### src/rtl/cellrv32_package.sv
// Shared types and helpers for the CELLRV32 co-processor sequencer.
// Sequencer states, the main control bus view and a one-hot test.
package cellrv32_package;

  typedef enum logic [1:0] {
    IDLE    = 2'd0,
    RUN     = 2'd1,
    COLLECT = 2'd2
  } cp_seq_state_t;

  // Only the trap flag of the main control bus is of interest to the sequencer.
  typedef struct packed {
    logic cpu_trap;
  } ctrl_bus_t;

  function automatic logic onehot_f(input logic [31:0] vec);
    return (vec != 32'd0) && ((vec & (vec - 32'd1)) == 32'd0);
  endfunction

endpackage

### src/rtl/cellrv32_cpu_cp_sequencer.sv
// Co-processor sequencer: starts one selected co-processor, waits for its valid,
// returns its result with a done pulse, or aborts on trap / timeout / bad select.
module cellrv32_cpu_cp_sequencer
  import cellrv32_package::*;
#(
  parameter int XLEN    = 32,
  parameter int NCP     = 4,
  parameter int TIMEOUT = 64
) (
  input  logic                clk_i,
  input  logic                rstn_i,
  input  ctrl_bus_t           ctrl_i,
  input  logic                issue_i,
  input  logic [NCP-1:0]      sel_i,
  output logic [NCP-1:0]      cp_start_o,
  input  logic [NCP-1:0]      cp_valid_i,
  input  logic [NCP*XLEN-1:0] cp_res_i,
  output logic                busy_o,
  output logic                done_o,
  output logic [XLEN-1:0]     res_o,
  output logic                err_o
);

  localparam int              CW       = $clog2(TIMEOUT);
  localparam logic [CW-1:0]   CNT_LAST = CW'(TIMEOUT - 1);

  cp_seq_state_t   state_q, state_d;
  logic [NCP-1:0]  sel_q, sel_d;
  logic [NCP-1:0]  start_q, start_d;
  logic [CW-1:0]   cnt_q, cnt_d;
  logic            done_q, done_d;
  logic            err_q, err_d;
  logic [XLEN-1:0] res_q, res_d;
  logic [XLEN-1:0] res_mux;
  logic            trap;
  logic            hit;

  assign trap = ctrl_i.cpu_trap;
  assign hit  = |(cp_valid_i & sel_q);

  // sel_q is one-hot, so an AND-OR mux picks exactly one result slice.
  always_comb begin
    res_mux = '0;
    for (int i = 0; i < NCP; i++) begin
      res_mux = res_mux | (cp_res_i[i*XLEN +: XLEN] & {XLEN{sel_q[i]}});
    end
  end

  always_comb begin
    state_d = state_q;
    sel_d   = sel_q;
    cnt_d   = cnt_q;
    start_d = '0;
    done_d  = 1'b0;
    err_d   = 1'b0;
    res_d   = '0;
    case (state_q)
      IDLE: begin
        if (issue_i && !trap) begin
          if (onehot_f(32'(sel_i))) begin
            sel_d   = sel_i;
            cnt_d   = '0;
            start_d = sel_i;
            state_d = RUN;
          end else begin
            err_d = 1'b1;
          end
        end
      end
      // Priority: trap aborts silently, then valid, then timeout.
      RUN: begin
        if (trap) begin
          state_d = IDLE;
        end else if (hit) begin
          state_d = COLLECT;
        end else if (cnt_q == CNT_LAST) begin
          err_d   = 1'b1;
          state_d = IDLE;
        end else begin
          cnt_d = cnt_q + CW'(1);
        end
      end
      COLLECT: begin
        state_d = IDLE;
        if (!trap) begin
          res_d  = res_mux;
          done_d = 1'b1;
        end
      end
      default: state_d = IDLE;
    endcase
  end

  always_ff @(posedge clk_i or negedge rstn_i) begin
    if (!rstn_i) begin
      state_q <= IDLE;
      sel_q   <= '0;
      cnt_q   <= '0;
      start_q <= '0;
      done_q  <= 1'b0;
      err_q   <= 1'b0;
      res_q   <= '0;
    end else begin
      state_q <= state_d;
      sel_q   <= sel_d;
      cnt_q   <= cnt_d;
      start_q <= start_d;
      done_q  <= done_d;
      err_q   <= err_d;
      res_q   <= res_d;
    end
  end

  assign cp_start_o = start_q;
  assign busy_o     = (state_q != IDLE);
  assign done_o     = done_q;
  assign err_o      = err_q;
  assign res_o      = res_q;

endmodule

### config.mk
export PLATFORM = sky130hd
export DESIGN_NAME = cellrv32_cpu_cp_sequencer
export DESIGN_NICKNAME = d
export VERILOG_FILES = /design/src/rtl/cellrv32_package.sv /design/src/rtl/cellrv32_cpu_cp_sequencer.sv
export SDC_FILE = /design/constraint.sdc
export NUM_CORES = 1
export LEC_CHECK = 0
export CAP_MARGIN = 20
export CORE_ASPECT_RATIO = 0.9
export CORE_MARGIN = 4
export CORE_UTILIZATION = 34
export DETAILED_ROUTE_END_ITERATION = 12
export GPL_TIMING_DRIVEN = 0
export PLACE_DENSITY = 0.89
export SYNTH_ARGS = -nofsm -noshare
export SYNTH_HDL_FRONTEND = slang
export SYNTH_SLANG_ARGS = --single-unit
### constraint.sdc
create_clock -name clk_i -period 2.1 [get_ports clk_i]
set_clock_uncertainty 0.15 [all_clocks]
set_input_delay 0.525 -clock clk_i [delete_from_list [all_inputs] [get_ports clk_i]]
set_output_delay 0.525 -clock clk_i [all_outputs]
set_load 0.02 [all_outputs]
# After elaboration in Yosys (flattened, before gate mapping)
# Index checks and enable logic that the tools add are counted.
[classes]
n_reduce_logical = 12
muxes = 25
n_eq_ne = 9
add_sub_neg = 2
n_bitwise = 9
[ops]
columns = ["cell", "n"]
rows = [
  ["$and 32x32->32", 4],
  ["$or 32x32->32", 3],
  ["$mux 32", 2],
  ["$and 4x32->32", 1],
  ["$logic_not 32->1", 1],
  ["$mux 6", 5],
  ["$mux 4", 3],
  ["$pmux 6 s2", 1],
  ["$mux 2", 5],
  ["$ne 2x2->1 const B", 5],
  ["$mux 1", 7],
  ["$add 6x1->6 const B", 1],
  ["$eq 6x6->1 const B", 1],
  ["$reduce_and 3->1", 2],
  ["$reduce_and 6->1", 1],
  ["$sub 4x1->5 const B", 1],
  ["$and 4x4->4", 1],
  ["$ne 4x4->1 const B", 1],
  ["$pmux 2 s2", 1],
  ["$reduce_bool 2->1", 2],
  ["$reduce_bool 4->1", 1],
  ["$reduce_or 4->1", 1],
  ["$eq 2x1->1 const B", 1],
  ["$eq 2x2->1 const B", 1],
  ["other kinds (4)", 5],
]
[word_totals]
reg_bits = 50
output_inout_bits = 39
in_bits = 140

# Longest topological paths before layout
# Gate-level depths: netlist of the first run.
[logic_depth]
word_depth = 7
depth_mapped = 5
depth_no_buf = 5

# Worst setup path after synthesis of the first run
# OpenSTA, ideal clock, no wires.
[synth_path]
path_type = "input to register"
from = "input port sel_i[1]"
to = "register sel_q[1]"
path_stages = 5
setup_ps = 125
arrival_ps = 1545
slack_ps = 280
path_buffers = 1
required_ps = 1825
path_cell_list = "nor4b_1 > a211oi_2 > nor2_2 > buf_6 > mux2_4"
[synth_via]
elab_chain_cells = 5
elab_cells_between_ends = 6
[synth_lines]
columns = ["item", "line", "source"]
rows = [
  ["start, declared", "cellrv32_cpu_cp_sequencer.sv:14", "input logic [NCP-1:0] sel_i,"],
  ["$sub 4x1->5", "cellrv32_package.sv:17", "return (vec != 32'd0) && ((vec & (vec - 32'd1)) == 32'd0);"],
  ["$and 4x32->32", "cellrv32_package.sv:17", ""],
  ["$logic_not 32->1", "cellrv32_package.sv:17", ""],
  ["$logic_and 1x1->1", "cellrv32_package.sv:17", ""],
  ["$reduce_and 3->1 (no source line)", "n/a", ""],
  ["end signal, assigned", "cellrv32_cpu_cp_sequencer.sv:105", "sel_q <= sel_d;"],
  ["end, declared", "cellrv32_cpu_cp_sequencer.sv:28", "logic [NCP-1:0] sel_q, sel_d;"],
]
# Several ways; a longest one is shown, not always the timed one.
# A chain may end at the register's enable or synchronous reset.

# Final worst setup path of the first run
[layout_path]
from = "register state_q[0]"
to = "output port busy_o"
[layout_via]
elab_chain_cells = 1
[layout_lines]
columns = ["item", "line", "source"]
rows = [
  ["start, declared", "cellrv32_cpu_cp_sequencer.sv:27", "cp_seq_state_t state_q, state_d;"],
  ["start signal, assigned", "cellrv32_cpu_cp_sequencer.sv:104", "state_q <= state_d;"],
  ["$reduce_bool 2->1", "cellrv32_cpu_cp_sequencer.sv:115", "assign busy_o = (state_q != IDLE);"],
  ["end, declared", "cellrv32_cpu_cp_sequencer.sv:18", "output logic busy_o,"],
]
# No other way between the ends.

==> results.sh, run 1 <==
export IMPL_outcome="finished clean"
export IMPL_core_area_mm2=0.00676
export IMPL_cts_root_buf="clkbuf_8"
export IMPL_vdd_drop_max_v=0.000353
export IMPL_drive_gt1_share_pct=8.54
export IMPL_synth_top_cell_area_share_pct=51.7
export IMPL_syn_nets=364
export IMPL_rsz0062_at_grt="false"
export IMPL_io_pins=179
export IMPL_insertion_delay_ps=290
export IMPL_fin_util_pct=66.0
export IMPL_place_gp_congestion=0.842
export IMPL_required_ps=1420
export IMPL_maxCapViolCount=0
export IMPL_final_min_clock_period_ps=2000
export IMPL_grt_overflow=0
export IMPL_hold_buffers=0
export IMPL_setup_violations=0
export IMPL_totalWireLength_um=8930
export IMPL_yosys_warnings=0
export IMPL_end_kind="output port"
export IMPL_final_cell_mix="clkdlybuf4s50_1 (172), a22oi_1 (64), dfrtp_1 (50)"
export IMPL_numCtsBuffers=5
export IMPL_start_util_pct=35.8
export IMPL_area_growth_pct=84.3
export IMPL_arrival_ps=1330
export IMPL_total_power_w=0.00266
export IMPL_hold_viol=0
export IMPL_rows=28
export IMPL_synthTopCellsByArea="dfrtp_1 (52%), a22oi_1 (20%), a21oi_1 (7.2%), buf_6 (2.3%), clkbuf_1 (2.2%)"
export IMPL_hold_slack_ps=110
export IMPL_dieHeight_um=88.0
export IMPL_clock_path_buffers=2
export IMPL_ys_seq_area_share_pct=51.7
export IMPL_post_route_period_util_pct=95.5
export IMPL_drcViolationCount=0
export IMPL_grt_max_degree=28
export IMPL_hold_path_class="primary input to asynchronous set/reset pin"
export IMPL_final_common_cell="clkdlybuf4s50_1"
export IMPL_synthArstFlopShare_pct=100
export IMPL_yosysUniqueCellTypes=36
export IMPL_finalMaxSlewViolations=0
export IMPL_synth_ff_type="dfrtp_1"
export IMPL_drt_iter0_drc=98
export IMPL_leakage_nw=1.88
export IMPL_cts_tree="done"
export IMPL_synthCells=223
export IMPL_dp_cells=492
export IMPL_slew_headroom_pct=55.9
export IMPL_vias=2613
export IMPL_netlist_area_mm2=0.00242
export IMPL_track_usage_pct=19.7
export IMPL_synth_edff_count=0
export IMPL_nets=551
export IMPL_fp_dieW_um=96.9
export IMPL_yosysTopAreaCell="dfrtp_1"
export IMPL_htreeDepth=2
export IMPL_clock_sinks=50
export IMPL_r2r_setup_slack_ps=380
export IMPL_antenna_left=0
export IMPL_n_antenna_cell=0
export IMPL_avgSynthCellArea_um2=10.9
export IMPL_via_per_inst=5.23
export IMPL_fill_cells=501
export IMPL_p_per_area_mw_per_mm2=597
export IMPL_worst_setup_path_start_kind="register"
export IMPL_stdcell_count=500
export IMPL_clk_pin_slew_ps=80
export IMPL_dieArea_mm2=0.00853
export IMPL_first_pass_iters=5
export IMPL_grt_pass1_vias=2729
export IMPL_port_buffers=178
export IMPL_wl_per_cell_um=17.9
export IMPL_ys_ff_latch=50
export IMPL_antenna_found_initial=0
export IMPL_crit_type="register to output port"
export IMPL_tightest_slew_ps=661
export IMPL_dp_hpwl_um=7080
export IMPL_cp_max_fo=5
export IMPL_fmax_mhz=499
export IMPL_grt_first_pass_wirelength_um=13500
[timing repair]
action,4_1_cts,5_1_grt
setup endpoints to repair,4,3
setup buffers,1,0
resized for setup,3,6
pin swaps,1,1
cloned,0,0
[power by group]
group	leakage [nW]	switching (W)	total (W)	internal, W
Sequential	0.687	0.0000295	0.00105	0.00102
Clock	0.0383	0.000286	0.000516	0.000230
Combinational	1.15	0.000551	0.00110	0.000546
Total	1.88	0.000866	0.00266	0.00179
[cells in the mapped netlist, drive strengths merged (2+ instances only)]
master and instances:
nand3 5, inv 3, or3 3, nor2 4
nand2 2, mux2 4, o21ai 4, nor4b 2
clkbuf 14, buf 7, o31ai 2, or2 2
a21oi 35, and2 6, a22oi 66, dfrtp 50
[per-layer routing]
layer	share of wire, %	vias to the layer above	track usage [%]	wire (um)
li1	-	1231	-	-
met1	38	1263	22.7	3430
met2	54	111	37.5	4850
met3	6.6	8	5.41	591
met4	0.59	0	3.19	53
met5	0	-	0	0
[cells by family after synthesis]
logic type                 after synthesis  share of synthesized area, %
DFF                                     50                          51.7
xor gates and xnor gates                 1                         0.362
buffers and inverters                   24                          5.38
muxes                                    5                          2.74
and+or+nand+nor                         31                          8.27
AOI/OAI and AO/OA                      111                          31.0
adders and majority gates                1                         0.517
[stage by stage]
stage | TNS (ps) | instance area [um2] | worst slack [ps]
finish | 0 | 4460 | 95.3
detailed placement | -4210 | 4340 | -361
global route | 0 | 4460 | 43.4
floorplan | 0 | 2420 | 280
CTS | 0 | 4430 | 45.9
global placement | -57490 | 4310 | -1090
[cell type report]
class / instances / area [um2] / share of cell area (%)
Timing Repair Buffer: 180 / 1820 / 40.8
Multi-Input combinational cell: 149 / 1070 / 24.0
Tap cell: 90 / 113 / 2.53
Clock buffer: 7 / 76.3 / 1.71
Inverter: 3 / 11.3 / 0.253
Buffer: 21 / 119 / 2.67
Sequential cell: 50 / 1250 / 28.1
[flip-flops by register name, summed over array words and instances (netlist names)]
| register | cells |
|---|---|
| done_o | 1 |
| cnt_q | 6 |
| err_o | 1 |
| cp_start_o | 4 |
| res_o | 32 |
| sel_q | 4 |
| state_q | 2 |
[worst max-delay path: stages, from the launching register on]
cell           delay (ps)
dfrtp_1               410
or2_2                 300
dlygate4sd2_1         330
[worst paths after layout]
kind	start	endpoint	cells past startpoint
min in group clk_i	cnt_q[2]	cnt_q[2]	1
setup reg to reg	sel_q[1]	cnt_q[3]	5
setup / recovery	state_q[0]	busy_o	2
hold reg to reg	cnt_q[2]	cnt_q[2]	1
hold / removal	rstn_i	cp_start_o[1]	1
max in group asynchronous	rstn_i	sel_q[2]	2
No activity file was read; power rests on OpenSTA's default activity.
==> run 2, diff against run 1 <==
--- a/config.mk
+++ b/config.mk
@@ -7,7 +7,7 @@
 export LEC_CHECK = 0
 export CAP_MARGIN = 20
 export CORE_ASPECT_RATIO = 0.9
-export CORE_MARGIN = 4
+export CORE_MARGIN = 3
 export CORE_UTILIZATION = 34
 export DETAILED_ROUTE_END_ITERATION = 12
 export GPL_TIMING_DRIVEN = 0
==> run 2 against run 1 <==
  * Setup slack got worse by 35 ps
  * Sequential share of layout area barely moved
  * Core utilization rose by 0.25 points
  * Highest routed layer unchanged
  * Sequential power barely moved
  * Global-route usage rose by 0.37 points
  * Final cell count rose by 0.20%
  * Via count rose by 0.15%
  * Clock-buffer cell count did not move
  * Die area fell by 4.3%
  * Register-to-register slack got worse by 30 ps
  * Worst hold slack got worse by 20 ps
==> results.sh, run 2 (same netlist as run 1, synthesis figures left out) <==
export IMPL_use_met2_pct=36.9
export IMPL_tightest_slew_ps=610
export IMPL_htreeDepth=2
export IMPL_totalWireLength_um=8850
export IMPL_antenna_left=0
export IMPL_slew_headroom_pct=59.3
export IMPL_leakage_nw=1.86
export IMPL_hold_buffers=0
export IMPL_wl_per_cell_um=17.7
export IMPL_vias=2617
export IMPL_fmax_mhz=490
export IMPL_port_buffers=178
export IMPL_vdd_drop_max_v=0.000316
export IMPL_rows=28
export IMPL_arrival_ps=2080
export IMPL_first_pass_iters=4
export IMPL_place_area_mm2=0.00433
export IMPL_hold_path_class="primary input to asynchronous set/reset pin"
export IMPL_design_area_mm2=0.00445
export IMPL_start_util_pct=36.0
export IMPL_use_met3_pct=5.18
export IMPL_multi_input_area_mm2=0.00106
export IMPL_final_min_clock_period_ps=2040
export IMPL_area_growth_pct=84.0
export IMPL_crit_type="primary input to register"
export IMPL_via_per_inst=5.22
export IMPL_drcViolationCount=0
export IMPL_clk_pin_slew_ps=90
export IMPL_hold_viol=0
export IMPL_required_ps=2140
export IMPL_dieArea_mm2=0.00817
export IMPL_outcome="finished clean"
export IMPL_finalMaxSlewViolations=0
export IMPL_grt_first_pass_wirelength_um=12900
export IMPL_end_kind="register"
export IMPL_place_gp_congestion=0.846
export IMPL_setup_violations=0
export IMPL_drive_gt1_share_pct=9.00
export IMPL_clock_sinks=50
export IMPL_slowest_stage="clkdlybuf4s50_1"
export IMPL_n_antenna_cell=0
export IMPL_drt_iter0_drc=68
export IMPL_post_route_period_util_pct=97.1
export IMPL_largest_reg_flops=32
export IMPL_worst_setup_path_start_kind="primary input"
export IMPL_antenna_found_initial=0
export IMPL_final_common_cell="clkdlybuf4s50_1"
export IMPL_cts_tree="done"
export IMPL_path_cells="clkdlybuf4s50_1 > nor4b_2 > a211oi_2 > nor2_2 > buf_6 > mux2_4"
export IMPL_track_usage_pct=20.1
export IMPL_nets=551
export IMPL_insertion_delay_ps=290
export IMPL_maxCapViolCount=0
export IMPL_final_cell_mix="clkdlybuf4s50_1 (174), a22oi_1 (64), dfrtp_1 (50)"
export IMPL_p_per_area_mw_per_mm2=612
export IMPL_grt_max_degree=27
export IMPL_dieHeight_um=86.0
export IMPL_cp_max_fo=10
export IMPL_top_usage_layer="met2"
export IMPL_fin_util_pct=66.2
export IMPL_seq_area_mm2=0.00125
export IMPL_grt_pass1_vias=2667
export IMPL_cts_root_buf="clkbuf_8"
export IMPL_fill_cells=550
export IMPL_numCtsBuffers=5
export IMPL_core_area_mm2=0.00673
export IMPL_io_pins=179
export IMPL_dp_hpwl_um=6810
export IMPL_grt_overflow=0
export IMPL_met1_usage_pct=23.2
export IMPL_fp_dieW_um=94.9
export IMPL_cp_slowest_stage_delay_ps=590
export IMPL_clock_path_buffers=2
==> run 2: cell count changes in the layout (fill, tap and decap cells not counted), sizes merged <==
cell           previous run  this run
clkdlybuf4s50           172       174
clkinv                    0         1
dlymetal6s2s              4         2
==> run 2: per-stage QoR <==
step | TNS (ps) | power (W) | setup WS, ps | std cells | hold WS (ps)
2_1_floorplan | 0 | 0.00166 | 280 | 223 | 79.4
3_3_place_gp | -59090 | 0.00213 | -1120 | 491 | 335
3_5_place_dp | -3810 | 0.00216 | -340 | 492 | 337
4_1_cts | 0 | 0.00274 | 68.3 | 501 | 99.0
5_1_grt | -4.46 | 0.00289 | -2.26 | 501 | 112
6_report | 0 | 0.00273 | 60.6 | 501 | 89.7
==> run 2: critical path: cells and delay by family <==
kind	cells	cell delay (ps)
buf+inv	2	760
compound gates	1	70
simple gates	2	420
mux	1	300
==> run 2: power breakdown <==
group          switching, W  total [W]  internal, W
Clock              0.000309   0.000576     0.000267
Sequential        0.0000309    0.00105      0.00102
Combinational      0.000557    0.00110     0.000543
Total              0.000897    0.00273      0.00183
==> run 2: final cells by class <==
type	count	area share (%)
plain buffers	21	2.67
clock buffers	7	1.94
clock inverters	1	0.112
inverters	3	0.253
multi-input cells	149	23.8
flip-flops and latches	50	28.1
well taps	90	2.53
repair buffers	180	40.6
==> run 2: what timing repair did <==
item                       4_1_cts  5_1_grt
setup endpoints to repair        4        4
resized for setup                3        3
setup buffers                    1        0
pin swaps                        1        1
==> run 2: per-layer routing <==
layer,vias to the layer above,share of wire (%)
met3,10,8.7
met4,0,1.2
met2,119,53
met1,1253,37
li1,1235,-
met5,-,0
==> run 2: final timing paths <==
| kind | end | depth (start not counted) | startpoint | slack [ps] |
|---|---|---|---|---|
| min in group clk_i | cnt_q[2] | 1 | cnt_q[2] | 350 |
| max | sel_q[3] | 6 | sel_i[1] | 60 |
| max in group asynchronous | res_o[6] | 2 | rstn_i | 1170 |
| min | res_o[31] | 1 | rstn_i | 90 |
| min reg2reg | cnt_q[2] | 1 | cnt_q[2] | 350 |
| max reg2reg | cnt_q[3] | 5 | sel_q[3] | 350 |
==> run 3, diff against run 2 <==
--- a/config.mk
+++ b/config.mk
@@ -5,10 +5,11 @@
 export SDC_FILE = /design/constraint.sdc
 export NUM_CORES = 1
 export LEC_CHECK = 0
-export CAP_MARGIN = 20
+export CELL_PAD_IN_SITES_DETAIL_PLACEMENT = 1
+export CELL_PAD_IN_SITES_GLOBAL_PLACEMENT = 1
 export CORE_ASPECT_RATIO = 0.9
 export CORE_MARGIN = 3
-export CORE_UTILIZATION = 34
+export CORE_UTILIZATION = 24
 export DETAILED_ROUTE_END_ITERATION = 12
 export GPL_TIMING_DRIVEN = 0
 export PLACE_DENSITY = 0.89
==> constraint.sdc (replaced) <==
create_clock -name clk_i -period 2.2 [get_ports clk_i]
set_clock_uncertainty 0.15 [all_clocks]
set_input_delay 0.55 -clock clk_i [delete_from_list [all_inputs] [get_ports clk_i]]
set_output_delay 0.55 -clock clk_i [all_outputs]
set_load 0.02 [all_outputs]
==> run 3 against run 2 <==
  * Core utilization is 20 points lower
  * Clock power is 16% higher
  * Final cell count grew 7.2%
  * Flip-flop and latch count unchanged
  * Clock-buffer cell count is 1 lower
==> results.sh, run 3 (same netlist as run 1, synthesis figures left out) <==
export IMPL_vias=2649
export IMPL_antenna_found_initial=0
export IMPL_cp_max_fo=10
export IMPL_vdd_drop_max_v=0.000296
export IMPL_fp_dieW_um=112
export IMPL_cts_root_buf="clkbuf_8"
export IMPL_r2r_setup_slack_ps=340
export IMPL_highest_layer="met4"
export IMPL_crit_path_start="sel_i[1]"
export IMPL_slew_headroom_pct=63.0
export IMPL_slowest_stage="clkdlybuf4s50_1"
export IMPL_hold_buffers=0
export IMPL_track_usage_pct=17.6
export IMPL_htreeDepth=2
export IMPL_hold_viol=0
export IMPL_leakage_nw=1.87
export IMPL_final_common_cell="clkdlybuf4s50_1"
export IMPL_grt_max_degree=29
export IMPL_final_cell_mix="clkdlybuf4s50_1 (175), a22oi_1 (64), dfrtp_1 (50)"
export IMPL_p_per_area_mw_per_mm2=611
export IMPL_arrival_ps=2210
export IMPL_r2r_end="cnt_q[3]"
export IMPL_drcViolationCount=0
export IMPL_total_power_w=0.00277
export IMPL_stdcell_count=537
export IMPL_n_antenna_cell=0
export IMPL_grt_first_pass_wirelength_um=15800
export IMPL_drive_gt1_share_pct=9.49
export IMPL_nets=552
export IMPL_port_buffers=178
export IMPL_first_pass_iters=4
export IMPL_post_route_period_util_pct=98.5
export IMPL_drt_iter0_drc=93
export IMPL_via_per_inst=4.93
export IMPL_rows=34
export IMPL_r2r_start="sel_q[3]"
export IMPL_drt_met1_wl_um=4170
export IMPL_cp_slowest_stage_delay_ps=610
export IMPL_cts_tree="done"
export IMPL_area_growth_pct=87.6
export IMPL_place_gp_congestion=0.849
export IMPL_crit_type="primary input to register"
export IMPL_antenna_left=0
export IMPL_wl_met3_um=620
export IMPL_insertion_delay_ps=300
export IMPL_start_util_pct=24.8
export IMPL_dp_cells=528
export IMPL_dieArea_mm2=0.0113
export IMPL_required_ps=2250
export IMPL_maxCapViolCount=0
export IMPL_final_min_clock_period_ps=2170
export IMPL_setup_violations=0
export IMPL_clock_sinks=50
export IMPL_hold_path_class="primary input to asynchronous set/reset pin"
export IMPL_clock_path_buffers=2
export IMPL_dp_hpwl_um=8220
export IMPL_dieHeight_um=101
export IMPL_path_cells="clkdlybuf4s50_1 > nor4b_2 > a211oi_4 > nor2_2 > buf_6 > mux2_4"
export IMPL_core_area_mm2=0.00974
export IMPL_tightest_slew_ps=554
export IMPL_io_pins=179
export IMPL_largest_reg_flops=32
export IMPL_end_kind="register"
export IMPL_r2r_cells=5
export IMPL_totalWireLength_um=10500
export IMPL_fmax_mhz=461
export IMPL_wl_met2_um=5660
export IMPL_wl_per_cell_um=19.6
export IMPL_worst_setup_path_start_kind="primary input"
export IMPL_outcome="finished clean"
export IMPL_numCtsBuffers=5
export IMPL_finalMaxSlewViolations=0
export IMPL_clk_pin_slew_ps=100
export IMPL_grt_pass1_vias=2974
export IMPL_grt_overflow=0
==> run 3: worst max-delay path by stage <==
stage,endpoint,slack (ps),depth (start not counted)
after global placement,cnt_q[5],-1120,1
after detailed placement,sel_q[1],-300,6
after global routing,sel_q[1],-8,6
after CTS,sel_q[1],50,6
after floorplan,sel_q[1],350,5
final,sel_q[1],30,6
==> run 3: metal layers <==
metal,vias to the layer above,GRT usage (%)
li1,1229,-
met1,1309,20.8
met2,103,33.0
met3,8,4.48
met4,0,2.90
met5,-,0
==> run 3: area by class of cell <==
cell class	count	area, um2
sequential	50	1250
multi-input combinational	149	1070
clock buffer	6	82.6
timing repair buffer	181	1810
clock inverter	1	30.0
fill	1082	5200
tap	126	158
buffer	21	119
inverter	3	11.3
==> run 3: through the flow <==
| stage | worst slack (ps) | hold slack [ps] | utilization [%] | area [um2] | TNS [ps] |
|---|---|---|---|---|---|
| final | 32.0 | 75.6 | 46.6 | 4540 | 0 |
| after floorplan | 355 | 104 | - | 2420 | 0 |
| after global routing | -7.68 | 105 | 46.6 | 4540 | -7.68 |
| after global placement | -1120 | 326 | 44.7 | 4360 | -57360 |
| after CTS | 46.2 | 81.3 | 46.0 | 4490 | 0 |
| after detailed placement | -295 | 334 | 44.9 | 4370 | -2220 |
==> run 3: what timing repair did <==
action                                  4_1_cts  5_1_grt
endpoints found under the setup margin        1        4
resized for setup                             1        6
pin swaps                                     0        1
buffers inserted                              0        2
==> run 3: report_power, final <==
group	internal [W]	switching (W)	total (W)
clock	0.000365	0.000307	0.000671
combinational	0.000523	0.000575	0.00110
sequential	0.000973	0.0000294	0.00100
==> run 3: worst max-delay path: cells and delay by family <==
| kind | cells | cell delay [ps] |
|---|---|---|
| buffers and inverters | 2 | 780 |
| AND/OR/NAND/NOR | 2 | 510 |
| AO/OA/AOI/OAI | 1 | 70 |
| multiplexers | 1 | 310 |
